<file path="config.mk">
export PLATFORM = sky130hd
export DESIGN_NAME = bus_arbiter_rr
export DESIGN_NICKNAME = d
export VERILOG_FILES = /design/src/rtl/bus_arbiter_rr.sv
export SDC_FILE = /design/constraint.sdc
export NUM_CORES = 1
export LEC_CHECK = 0
export CAP_MARGIN = 5
export CORE_AREA = 5 5 152 154
export CTS_CLUSTER_DIAMETER = 50
export DETAILED_ROUTE_END_ITERATION = 6
export DIE_AREA = 0 0 157 159
export DONT_BUFFER_PORTS = 1
export PLACE_DENSITY = 0.38
export SETUP_SLACK_MARGIN = 0.1
export SLEW_MARGIN = 20
export SYNTH_ARGS = -nofsm -noshare
export SYNTH_HDL_FRONTEND = slang
export SYNTH_SLANG_ARGS = --single-unit
</file>
<file path="constraint.sdc">
create_clock -name i_clock -period 2.4 [get_ports i_clock]
set_clock_uncertainty 0.1 [all_clocks]
set_input_delay 0.36 -clock i_clock [delete_from_list [all_inputs] [get_ports i_clock]]
set_output_delay 0.36 -clock i_clock [all_outputs]
set_load 0.02 [all_outputs]
</file>
<file path="src/rtl/bus_arbiter_rr.sv">
// Four-master round-robin arbiter onto a single downstream bus.
// Registered bus request/payload, combinational completion strobes, watchdog abort.
module bus_arbiter_rr #(
  parameter int TIMEOUT    = 255,
  parameter bit TIMEOUT_EN = 1'b1
) (
  input  logic         i_clock,
  input  logic         i_reset,
  input  logic [3:0]   i_m_request,
  input  logic [3:0]   i_m_rw,
  input  logic [127:0] i_m_address,
  input  logic [127:0] i_m_wdata,
  output logic [3:0]   o_m_ready,
  output logic [31:0]  o_m_rdata,
  output logic         o_m_error,
  output logic         o_bus_request,
  output logic         o_bus_rw,
  output logic [31:0]  o_bus_address,
  output logic [31:0]  o_bus_wdata,
  input  logic         i_bus_ready,
  input  logic [31:0]  i_bus_rdata,
  output logic [1:0]   o_grant,
  output logic         o_busy
);

  typedef enum logic [1:0] {
    IDLE   = 2'd0,
    ACCESS = 2'd1,
    ABORT  = 2'd2
  } state_t;

  localparam logic [15:0] TO_LAST = 16'(TIMEOUT - 1);

  state_t      state, state_nxt;
  logic [1:0]  ptr, ptr_nxt;
  logic [1:0]  grant, grant_nxt;
  logic [15:0] wd_cnt, wd_cnt_nxt;
  logic        bus_req, bus_req_nxt;
  logic        bus_rw, bus_rw_nxt;
  logic [31:0] bus_addr, bus_addr_nxt;
  logic [31:0] bus_wdata, bus_wdata_nxt;
  logic [1:0]  winner;
  logic [1:0]  idx;
  logic        found;

  // Rotating priority search starting at ptr, wrapping 3 -> 0.
  always_comb begin
    winner = ptr;
    found  = 1'b0;
    idx    = ptr;
    for (int i = 0; i < 4; i++) begin
      idx = ptr + 2'(i);
      if (!found && i_m_request[idx]) begin
        winner = idx;
        found  = 1'b1;
      end
    end
  end

  // Next-state, bus payload capture, watchdog and master-side outputs.
  always_comb begin
    state_nxt     = state;
    ptr_nxt       = ptr;
    grant_nxt     = grant;
    wd_cnt_nxt    = wd_cnt;
    bus_req_nxt   = bus_req;
    bus_rw_nxt    = bus_rw;
    bus_addr_nxt  = bus_addr;
    bus_wdata_nxt = bus_wdata;
    o_m_ready     = 4'b0000;
    o_m_error     = 1'b0;
    o_m_rdata     = i_bus_rdata;
    o_busy        = 1'b0;
    unique case (state)
      IDLE: begin
        bus_req_nxt = 1'b0;
        if (|i_m_request) begin
          grant_nxt     = winner;
          bus_req_nxt   = 1'b1;
          bus_rw_nxt    = i_m_rw[winner];
          bus_addr_nxt  = i_m_address[{winner, 5'd0} +: 32];
          bus_wdata_nxt = i_m_wdata[{winner, 5'd0} +: 32];
          wd_cnt_nxt    = 16'd0;
          state_nxt     = ACCESS;
        end
      end
      ACCESS: begin
        o_busy           = 1'b1;
        o_m_ready[grant] = i_bus_ready & i_m_request[grant];
        if (i_bus_ready) begin
          bus_req_nxt = 1'b0;
          ptr_nxt     = grant + 2'd1;
          state_nxt   = IDLE;
        end else if (TIMEOUT_EN && wd_cnt == TO_LAST) begin
          bus_req_nxt = 1'b0;
          state_nxt   = ABORT;
        end else if (wd_cnt != 16'hFFFF) begin
          wd_cnt_nxt = wd_cnt + 16'd1;
        end
      end
      ABORT: begin
        o_busy           = 1'b1;
        o_m_error        = 1'b1;
        o_m_rdata        = 32'd0;
        o_m_ready[grant] = i_m_request[grant];
        ptr_nxt          = grant + 2'd1;
        state_nxt        = IDLE;
      end
      default: begin
        bus_req_nxt = 1'b0;
        state_nxt   = IDLE;
      end
    endcase
    // A transaction caught by reset is abandoned without a strobe.
    if (i_reset) begin
      o_m_ready = 4'b0000;
      o_m_error = 1'b0;
      o_busy    = 1'b0;
    end
  end

  // State register.
  always_ff @(posedge i_clock) begin
    if (i_reset) state <= IDLE;
    else         state <= state_nxt;
  end

  // Arbitration pointer, grant, watchdog and registered bus side.
  always_ff @(posedge i_clock) begin
    if (i_reset) begin
      ptr       <= 2'd0;
      grant     <= 2'd0;
      wd_cnt    <= 16'd0;
      bus_req   <= 1'b0;
      bus_rw    <= 1'b0;
      bus_addr  <= 32'd0;
      bus_wdata <= 32'd0;
    end else begin
      ptr       <= ptr_nxt;
      grant     <= grant_nxt;
      wd_cnt    <= wd_cnt_nxt;
      bus_req   <= bus_req_nxt;
      bus_rw    <= bus_rw_nxt;
      bus_addr  <= bus_addr_nxt;
      bus_wdata <= bus_wdata_nxt;
    end
  end

  assign o_grant       = grant;
  assign o_bus_request = bus_req;
  assign o_bus_rw      = bus_rw;
  assign o_bus_address = bus_addr;
  assign o_bus_wdata   = bus_wdata;

endmodule

</file>
==> impl_metrics.json, run 1 <==
{
  "seqCellArea_mm2": 0.00176,
  "die_w_um": 157,
  "grt_pass1_vias": 4732,
  "die_y_um": 159,
  "grt.busiest_layer": "met2",
  "drive_gt1_share_pct": 10.4,
  "multi_input_area_mm2": 0.00333,
  "layoutNonFillerInstCount": 846,
  "peakVddDrop_mv": 0.293,
  "cts_root_buf": "clkbuf_16",
  "grt_setup_unrepaired": "yes",
  "ys_ff_latch": 88,
  "fillers": 2271,
  "ant_nets": 0,
  "synth_area_mm2": 0.00527,
  "syn_to_final_growth_pct": 14.5,
  "rows": 54,
  "min_period_ns": 2.30,
  "num_io_pins": 405,
  "gp_congestion": 0.805,
  "hold_class": "in2reg",
  "tightest_slew_ns": 0.564,
  "r2r_setup_slack_ns": 0.10,
  "synth-edff-count": 0,
  "final-hold-violation-count": 0,
  "insertedDiodeCount": 0,
  "ys_seq_area_share_pct": 33.4,
  "syn_area_per_cell_um2": 9.21,
  "p_total_mw": 4.68,
  "path_cells": "or4_4 -> nor4_4 -> nor4_4 -> buf_4 -> buf_4 -> o211ai_1 -> xor2_1 -> nor2_1",
  "dp_hpwl_um": 15300,
  "met2_usage_pct": 27.9,
  "slowest_delay_ns": 0.55,
  "antenna_found_initial": 0,
  "max-slew-margin-rel_pct": 61.9,
  "fin_crit_sh_pct": 95.7,
  "cp_slowest_cell": "or4_4",
  "run_status": "finished clean",
  "grt_usage_pct": 14.4,
  "clk_path_buf_depth": 2,
  "yosysUniqueCellTypes": 46,
  "setup_ws_ns": 0.104,
  "wl_um": 19800,
  "dr.pass1.iters": 4,
  "first_iter_violations": 218,
  "timing.fmax_mhz": 436,
  "grt_max_degree": 91,
  "p_leak_nw": 2.12,
  "vias": 4503,
  "final_cell_mix": "mux2i_1 (130), dfxtp_1 (86), nand2_1 (75)",
  "cp.required_ns": 2.53,
  "grt_use_met1_pct": 15.4,
  "clk_pin_slew_ns": 0.07,
  "synthArstFlopShare_pct": 0,
  "drcViolationCount": 0,
  "crit_type": "reg2reg",
  "cp_max_fo": 7,
  "met3_usage_pct": 3.67,
  "core_mm2": 0.0216,
  "arrival_ns": 2.43,
  "placed_cells": 824,
  "initial_core_util_pct": 24.5,
  "wl_per_cell_um": 23.4,
  "drv_slew": 0,
  "dieArea_mm2": 0.0250,
  "pre_cts_ws_ns": 0.0686,
  "cts_max_level": 3,
  "clk_latency_ns": 0.35,
  "syn_inst": 572,
  "power_density_mw_per_mm2": 775,
  "grt_overflow": 0,
  "nets": 870,
  "via_per_inst": 5.32,
  "finalSetupViolCount": 0,
  "synth_warnings": 0,
  "cts_tree": "yes",
  "synth_ff_type": "dfxtp_1",
  "numCtsBuffers": 9,
  "max_cap_violations": 0,
  "startpoint_type": "register",
  "io_buffers": 0,
  "synth_nets": 881,
  "final_common_cell": "mux2i_1",
  "cts_sinks": 88,
  "grt_pass1_wl_um": 27700,
  "end_kind": "register"
}
-- Yosys cell counts, types with 2 or more instances --
cell,instances,share of area [%]
a21oi_1,11,1.0
o21ai_0,8,0.76
nand2_1,77,5.5
buf_1,10,0.71
o211ai_1,3,0.43
buf_2,12,1.1
xnor2_1,3,0.50
xor2_1,7,1.2
mux2i_1,131,25
nand3_1,6,0.57
o2111ai_1,2,0.33
inv_1,9,0.64
o221ai_1,65,11
nor2_1,25,1.8
nand3b_1,2,0.28
and2_1,5,0.59
dfxtp_1,88,33
nor2b_1,35,4.2
or4_1,3,0.43
nand4_1,3,0.36
a211oi_1,2,0.28
and3_1,5,0.59
ha_1,10,2.4
nor3_1,3,0.28
nand2b_1,2,0.24
or3_1,4,0.47
nor4_4,3,1.2
clkbuf_1,20,1.4
-- per-stage QoR --
| stage | TNS, ns | hold WS (ns) | instance area [µm²] | util (%) |
|---|---|---|---|---|
| 2_1_floorplan | 0 | 0.366 | 5270 | - |
| 3_5_place_dp | 0 | 0.336 | 5620 | 26.1 |
| 4_1_cts | 0 | 0.0927 | 5960 | 27.6 |
| 3_3_place_gp | 0 | 0.337 | 5620 | 26.1 |
| 6_report | 0 | 0.116 | 6040 | 28.0 |
| 5_1_grt | -0.0499 | 0.118 | 6040 | 28.0 |
-- metal layers --
| metal | wire, µm | up-vias |
|---|---|---|
| li1 | - | 2098 |
| met1 | 7320 | 2125 |
| met2 | 10700 | 269 |
| met5 | 0 | - |
| met4 | 223 | 0 |
| met3 | 1500 | 11 |
-- timing repair --
action	in CTS	in global routing
cloned	0	1
endpoints found under the hold margin	7	0
buffers inserted	0	4
hold buffers	1	0
setup endpoints to repair	5	18
pin swaps	0	4
resized for setup	3	10
-- power by group --
part | internal [mW] | switching [mW]
Clock | 0.915 | 0.622
Combinational | 0.438 | 0.596
Sequential | 1.67 | 0.431
Total | 3.03 | 1.65
-- state kept, by name (all words and copies together) (netlist names) --
register,cells
o_bus_address,32
o_bus_wdata,32
wd_cnt,16
o_grant,2
ptr,2
state,2
o_bus_request,1
o_bus_rw,1
-- logic make-up (layout without fill, tap and decap cells) --
logic type / Yosys count / count (layout) / synth area share (%)
AOI/OAI and AO/OA: 98 / 98 / 15.1
xor gates and xnor gates: 10 / 10 / 1.66
adders and majority gates: 10 / 10 / 2.37
buffers and inverters: 52 / 46 / 4.06
DFF: 88 / 88 / 33.4
muxes: 133 / 133 / 25.5
and+or+nand+nor: 181 / 181 / 17.9
-- path summary, 6_finish.rpt --
| path | startpoint | to | depth (start not counted) |
|---|---|---|---|
| max | wd_cnt[8]$_SDFFE_PP0P_ | wd_cnt[9]$_SDFFE_PP0P_ | 8 |
| min | i_reset | wd_cnt[11]$_SDFFE_PP0P_ | 3 |
| max reg2reg | wd_cnt[8]$_SDFFE_PP0P_ | wd_cnt[9]$_SDFFE_PP0P_ | 8 |
| min reg2reg | wd_cnt[5]$_SDFFE_PP0P_ | wd_cnt[5]$_SDFFE_PP0P_ | 2 |
-- critical path, delay by kind of cell, from the launching register on --
kind	cells	cell delay [ns]
DFF	1	0.34
and+or+nand+nor	4	1.04
buffers and inverters	2	0.31
AOI/OAI and AO/OA	1	0.24
xor gates and xnor gates	1	0.17
-- layout make-up --
class / instances / share of cell area [%]
clock buffer: 11 / 3.86
timing repair buffer: 21 / 4.08
multi-input combinational: 432 / 55.2
tap: 280 / 5.80
inverter: 9 / 0.560
clock inverter: 5 / 1.31
sequential: 88 / 29.2
Note: power is estimated with default switching activity, not from simulation.
==> run 2, diff against run 1 <==
- SKIP_CTS_REPAIR_TIMING: default -> 1
==> run 2 against run 1 <==
Net effect: setup slack got worse by 0.00057 ns; highest routed layer unchanged; critical endpoint unchanged; core utilization shrank 0.14 points; critical path depth is the same; cell count decreased by 0.12%; critical path type unchanged; non-clock buffer count shrank 1; via count is 1.1% lower.
==> impl_metrics.json, run 2 (synthesized netlist as in run 1, its figures left out) <==
{
  "cts_root_buf": "clkbuf_16",
  "path_cells": "or4_4 -> nor4_4 -> nor4_4 -> buf_4 -> buf_4 -> o211ai_1 -> xor2_1 -> nor2_1",
  "slowest_delay_ns": 0.55,
  "worst-path-buf-inv": 2,
  "power_frac_seq_pct": 45.3,
  "num_io_pins": 405,
  "final_cell_mix": "mux2i_1 (130), dfxtp_1 (86), nand2_1 (75)",
  "grt_setup_unrepaired": "yes",
  "nets": 869,
  "clk_pin_slew_ns": 0.07,
  "wl_um": 19400,
  "run_status": "finished clean",
  "crit_path_end": "wd_cnt[9]$_SDFFE_PP0P_",
  "antenna_found_initial": 0,
  "dieArea_mm2": 0.0250,
  "gp_congestion": 0.805,
  "p_clk_share_pct": 32.9,
  "crit_type": "reg2reg",
  "cts_max_level": 3,
  "core_mm2": 0.0216,
  "p_sw_share_pct": 35.1,
  "p_leak_nw": 2.10,
  "dp_hpwl_um": 15300,
  "postLayoutCoreUtil_pct": 27.9,
  "clk_path_buf_depth": 2,
  "final_area_mm2": 0.00601,
  "p_comb_share_pct": 21.8,
  "grt_pass1_wl_um": 27500,
  "syn_to_final_growth_pct": 14.0,
  "hold_class": "in2reg",
  "placed_area_mm2": 0.00562,
  "r2r_end": "wd_cnt[9]$_SDFFE_PP0P_",
  "final-hold-violation-count": 0,
  "crit_cells": 8,
  "grt_max_degree": 91,
  "crit_family": "simple AND/OR/NAND/NOR gates",
  "max-slew-margin-rel_pct": 55.6,
  "grt_pass1_vias": 4726,
  "cts_tree": "yes",
  "end_kind": "register",
  "drcViolationCount": 0,
  "cp_slowest_cell": "or4_4",
  "power_density_mw_per_mm2": 775,
  "switchingPower_mw": 1.63,
  "ant_nets": 0,
  "die_y_um": 159,
  "fillers": 2270,
  "final_common_cell": "mux2i_1",
  "whs_ns": 0.117,
  "cp_max_fo": 7,
  "placed_cells": 824,
  "max_cap_violations": 0,
  "cts_sinks": 88,
  "r2r_cells": 8,
  "initial_core_util_pct": 24.5,
  "finalSetupViolCount": 0,
  "layoutNonFillerInstCount": 845,
  "vias": 4455,
  "timing.fmax_mhz": 435,
  "p_int_mw": 3.02,
  "min_period_ns": 2.30,
  "rows": 54,
  "io_buffers": 0,
  "grt_usage_pct": 14.4,
  "via_per_inst": 5.27,
  "drv_slew": 0,
  "r2r_setup_slack_ns": 0.10,
  "wl_per_cell_um": 23.0,
  "tightest_slew_ns": 0.666,
  "setup_tns_ns": 0,
  "peakVddDrop_mv": 0.294,
  "numCtsBuffers": 9,
  "die_w_um": 157,
  "fin_crit_sh_pct": 95.7,
  "first_iter_violations": 202,
  "r2r-start": "wd_cnt[8]$_SDFFE_PP0P_",
  "drive_gt1_share_pct": 10.4,
  "insertedDiodeCount": 0,
  "grt_overflow": 0,
  "startpoint_type": "register",
  "clk_latency_ns": 0.34,
  "cp.required_ns": 2.53,
  "startpoint": "wd_cnt[8]$_SDFFE_PP0P_",
  "arrival_ns": 2.43,
  "dr.pass1.iters": 6
}
[run 2: changes by cell type in the layout (fill, tap and decap cells not counted), sizes merged]
cell,delta
clkbuf,-1
[run 2: how the worst min path moves through the flow]
| stage | start | endpoint | slack (ns) | cells past startpoint |
|---|---|---|---|---|
| 4_1_cts | i_reset | o_bus_request$_SDFFE_PP0P_ | -0.05 | 1 |
| 5_1_grt | i_m_address[26] | o_bus_address[26]$_SDFFE_PP0P_ | 0.12 | 2 |
| 2_1_floorplan | wd_cnt[13]$_SDFFE_PP0P_ | wd_cnt[13]$_SDFFE_PP0P_ | 0.37 | 2 |
| 3_5_place_dp | i_reset | o_bus_request$_SDFFE_PP0P_ | 0.34 | 1 |
| 3_3_place_gp | i_reset | o_grant[0]$_SDFFE_PP0P_ | 0.34 | 1 |
| 6_report | i_reset | wd_cnt[11]$_SDFFE_PP0P_ | 0.12 | 3 |
[run 2: worst min-delay path, stage by stage]
cell      delay (ns)
nor2_1          0.02
o211ai_1        0.07
nand2_1         0.05
[run 2: final cells by class]
cell class / count / area (µm²) / share of cell area, %
flip-flops and latches: 88 / 1760 / 29.4
well taps: 280 / 350 / 5.83
multi-input cells: 432 / 3330 / 55.5
repair buffers: 20 / 214 / 3.56
inverters: 9 / 33.8 / 0.563
clock buffers: 11 / 233 / 3.87
clock inverters: 5 / 78.8 / 1.31
[run 2: power by group through the flow]
stage	combinational [mW]	clock (mW)	sequential, mW
floorplan	0.801	0	2.05
global placement	0.999	0	2.15
detailed placement	1.01	0	2.15
CTS	1.02	1.61	2.12
global route	1.11	1.67	2.13
finish	1.02	1.53	2.11
[run 2: metrics by stage]
stage | power [mW] | setup slack, ns
2_1_floorplan | 2.85 | 0.348
3_3_place_gp | 3.15 | 0.0850
3_5_place_dp | 3.17 | 0.0686
4_1_cts | 4.75 | 0.0207
5_1_grt | 4.92 | -0.0378
6_report | 4.65 | 0.104
[run 2: metal layers]
layer  wire (µm)  up-vias  GRT usage, %
met4         212        0          3.35
met2       10500      266          27.8
met3        1540        9          3.62
met1        7150     2080          15.3
li1            -     2100             -
met5           0        -             0
==> run 3, diff against run 2 <==
- CTS_CLUSTER_SIZE: default -> 30
- SETUP_SLACK_MARGIN: 0.1 -> default
==> run 3 against run 2 <==
Net effect: non-clock buffer count down 3; combinational power about the same; routed wire length grew 0.12%; sequential power about the same; global-route usage stayed put; hold slack about the same; largest cell class unchanged.
==> impl_metrics.json, run 3 (synthesized netlist as in run 1, its figures left out) <==
{
  "hold_class": "in2reg",
  "cp.required_ns": 2.57,
  "p_comb_share_pct": 21.7,
  "arrival_ns": 2.43,
  "gp_congestion": 0.805,
  "insertedDiodeCount": 0,
  "syn_to_final_growth_pct": 13.2,
  "startpoint_type": "register",
  "grt_max_degree": 91,
  "p_int_mw": 3.01,
  "nets": 866,
  "crit_type": "reg2reg",
  "p_clk_share_pct": 33.0,
  "r2r_cells": 7,
  "run_status": "finished clean",
  "grt_pass1_wl_um": 27500,
  "cp_max_fo": 9,
  "vias": 4483,
  "power_frac_seq_pct": 45.3,
  "die_w_um": 157,
  "wl_per_cell_um": 23.1,
  "fillers": 2275,
  "ant_nets": 0,
  "drcViolationCount": 0,
  "dp_hpwl_um": 15300,
  "drv_slew": 0,
  "cts_sinks": 88,
  "max_cap_violations": 0,
  "p_sw_share_pct": 35.2,
  "end_kind": "register",
  "grt_setup_unrepaired": "no",
  "fin_crit_sh_pct": 93.9,
  "wl_um": 19400,
  "power_density_mw_per_mm2": 780,
  "finalSetupViolCount": 0,
  "clk_pin_slew_ns": 0.07,
  "numCtsBuffers": 9,
  "die_y_um": 159,
  "grt_pass1_vias": 4726,
  "io_buffers": 0,
  "final-hold-violation-count": 0,
  "hold_end": "wd_cnt[11]$_SDFFE_PP0P_",
  "hold_depth": 3,
  "min_period_ns": 2.25,
  "via_per_inst": 5.32,
  "seqCellArea_mm2": 0.00176,
  "multi_input_area_mm2": 0.00332,
  "min-delay-start": "i_reset",
  "setup_tns_ns": 0,
  "p_leak_nw": 2.09,
  "final_common_cell": "mux2i_1",
  "p_total_mw": 4.65,
  "max-slew-margin-rel_pct": 53.6,
  "rows": 54,
  "cts_root_buf": "clkbuf_16",
  "clk_latency_ns": 0.34,
  "clk_path_buf_depth": 2,
  "dieArea_mm2": 0.0250,
  "r2r-start": "state[1]$_SDFFE_PP0P_",
  "dr.pass1.iters": 4,
  "cts_max_level": 3,
  "final_cell_mix": "mux2i_1 (130), dfxtp_1 (88), nand2_1 (75)",
  "peakVddDrop_mv": 0.297,
  "num_io_pins": 405,
  "core_mm2": 0.0216,
  "r2r_end": "wd_cnt[13]$_SDFFE_PP0P_",
  "grt_overflow": 0,
  "antenna_found_initial": 0,
  "timing.fmax_mhz": 444,
  "grt_usage_pct": 14.4,
  "tightest_slew_ns": 0.696,
  "switchingPower_mw": 1.64,
  "r2r_setup_slack_ns": 0.15,
  "drive_gt1_share_pct": 8.36,
  "initial_core_util_pct": 24.5,
  "cts_tree": "yes",
  "first_iter_violations": 210
}
## run 3: cell count changes in the layout (fill, tap and decap cells not counted), sizes merged
cell | previous run | this run
buf | 19 | 16
## run 3: how the worst max path moves through the flow
| stage | startpoint | slack, ns | end | depth (start not counted) |
|---|---|---|---|---|
| 6_report | state[1]$_SDFFE_PP0P_ | 0.15 | wd_cnt[13]$_SDFFE_PP0P_ | 7 |
| 5_1_grt | ptr[0]$_SDFFE_PP0P_ | 0.02 | o_bus_address[30]$_SDFFE_PP0P_ | 7 |
| 4_1_cts | state[0]$_SDFFE_PP0P_ | 0.02 | o_m_ready[0] | 5 |
| 3_5_place_dp | ptr[0]$_SDFFE_PP0P_ | 0.07 | o_bus_address[30]$_SDFFE_PP0P_ | 7 |
| 3_3_place_gp | ptr[0]$_SDFFE_PP0P_ | 0.09 | o_bus_address[30]$_SDFFE_PP0P_ | 7 |
| 2_1_floorplan | state[0]$_SDFFE_PP0P_ | 0.35 | wd_cnt[13]$_SDFFE_PP0P_ | 7 |
## run 3: critical path, cell delays in order, from the launching register on
cell and delay [ns]:
dfxtp_1 0.36, inv_1 0.09, ha_1 0.22, and2_1 0.18, nor4_4 0.49, o21ai_4 0.15
or4_1 0.43, a21oi_1 0.15
## run 3: power by group through the flow
stage / Sequential (mW) / Combinational, mW / Clock (mW)
CTS: 2.12 / 1.02 / 1.61
detailed placement: 2.15 / 1.01 / 0
finish: 2.11 / 1.01 / 1.53
global route: 2.13 / 1.11 / 1.67
floorplan: 2.05 / 0.801 / 0
global placement: 2.15 / 0.999 / 0
## run 3: area by class of cell
type | instances | share of cell area (%)
Tap cell | 280 | 5.87
Inverter | 9 | 0.567
Clock inverter | 5 | 1.32
Multi-Input combinational cell | 432 | 55.6
Clock buffer | 11 | 3.90
Timing Repair Buffer | 17 | 3.15
Sequential cell | 88 | 29.5
## run 3: routing by layer
layer  up-vias  track usage [%]  wire length [µm]  part of all wire, %
met5         -                0                 0                    0
met4         0             3.35               227                  1.2
met3        13             3.62              1490                  7.7
met2       279             27.8             10500                   54
met1      2097             15.3              7240                   37
li1       2094                -                 -                    -
## run 3: per-stage QoR
| stage | util (%) | cells | hold slack [ns] | setup WS [ns] | area [µm²] |
|---|---|---|---|---|---|
| after floorplan | - | 572 | 0.366 | 0.348 | 5270 |
| after global placement | 26.1 | 824 | 0.337 | 0.0850 | 5620 |
| after detailed placement | 26.1 | 824 | 0.336 | 0.0686 | 5620 |
| after CTS | 27.5 | 840 | -0.0469 | 0.0207 | 5930 |
| after global routing | 27.7 | 842 | 0.118 | 0.0199 | 5960 |
| final | 27.7 | 842 | 0.117 | 0.146 | 5960 |
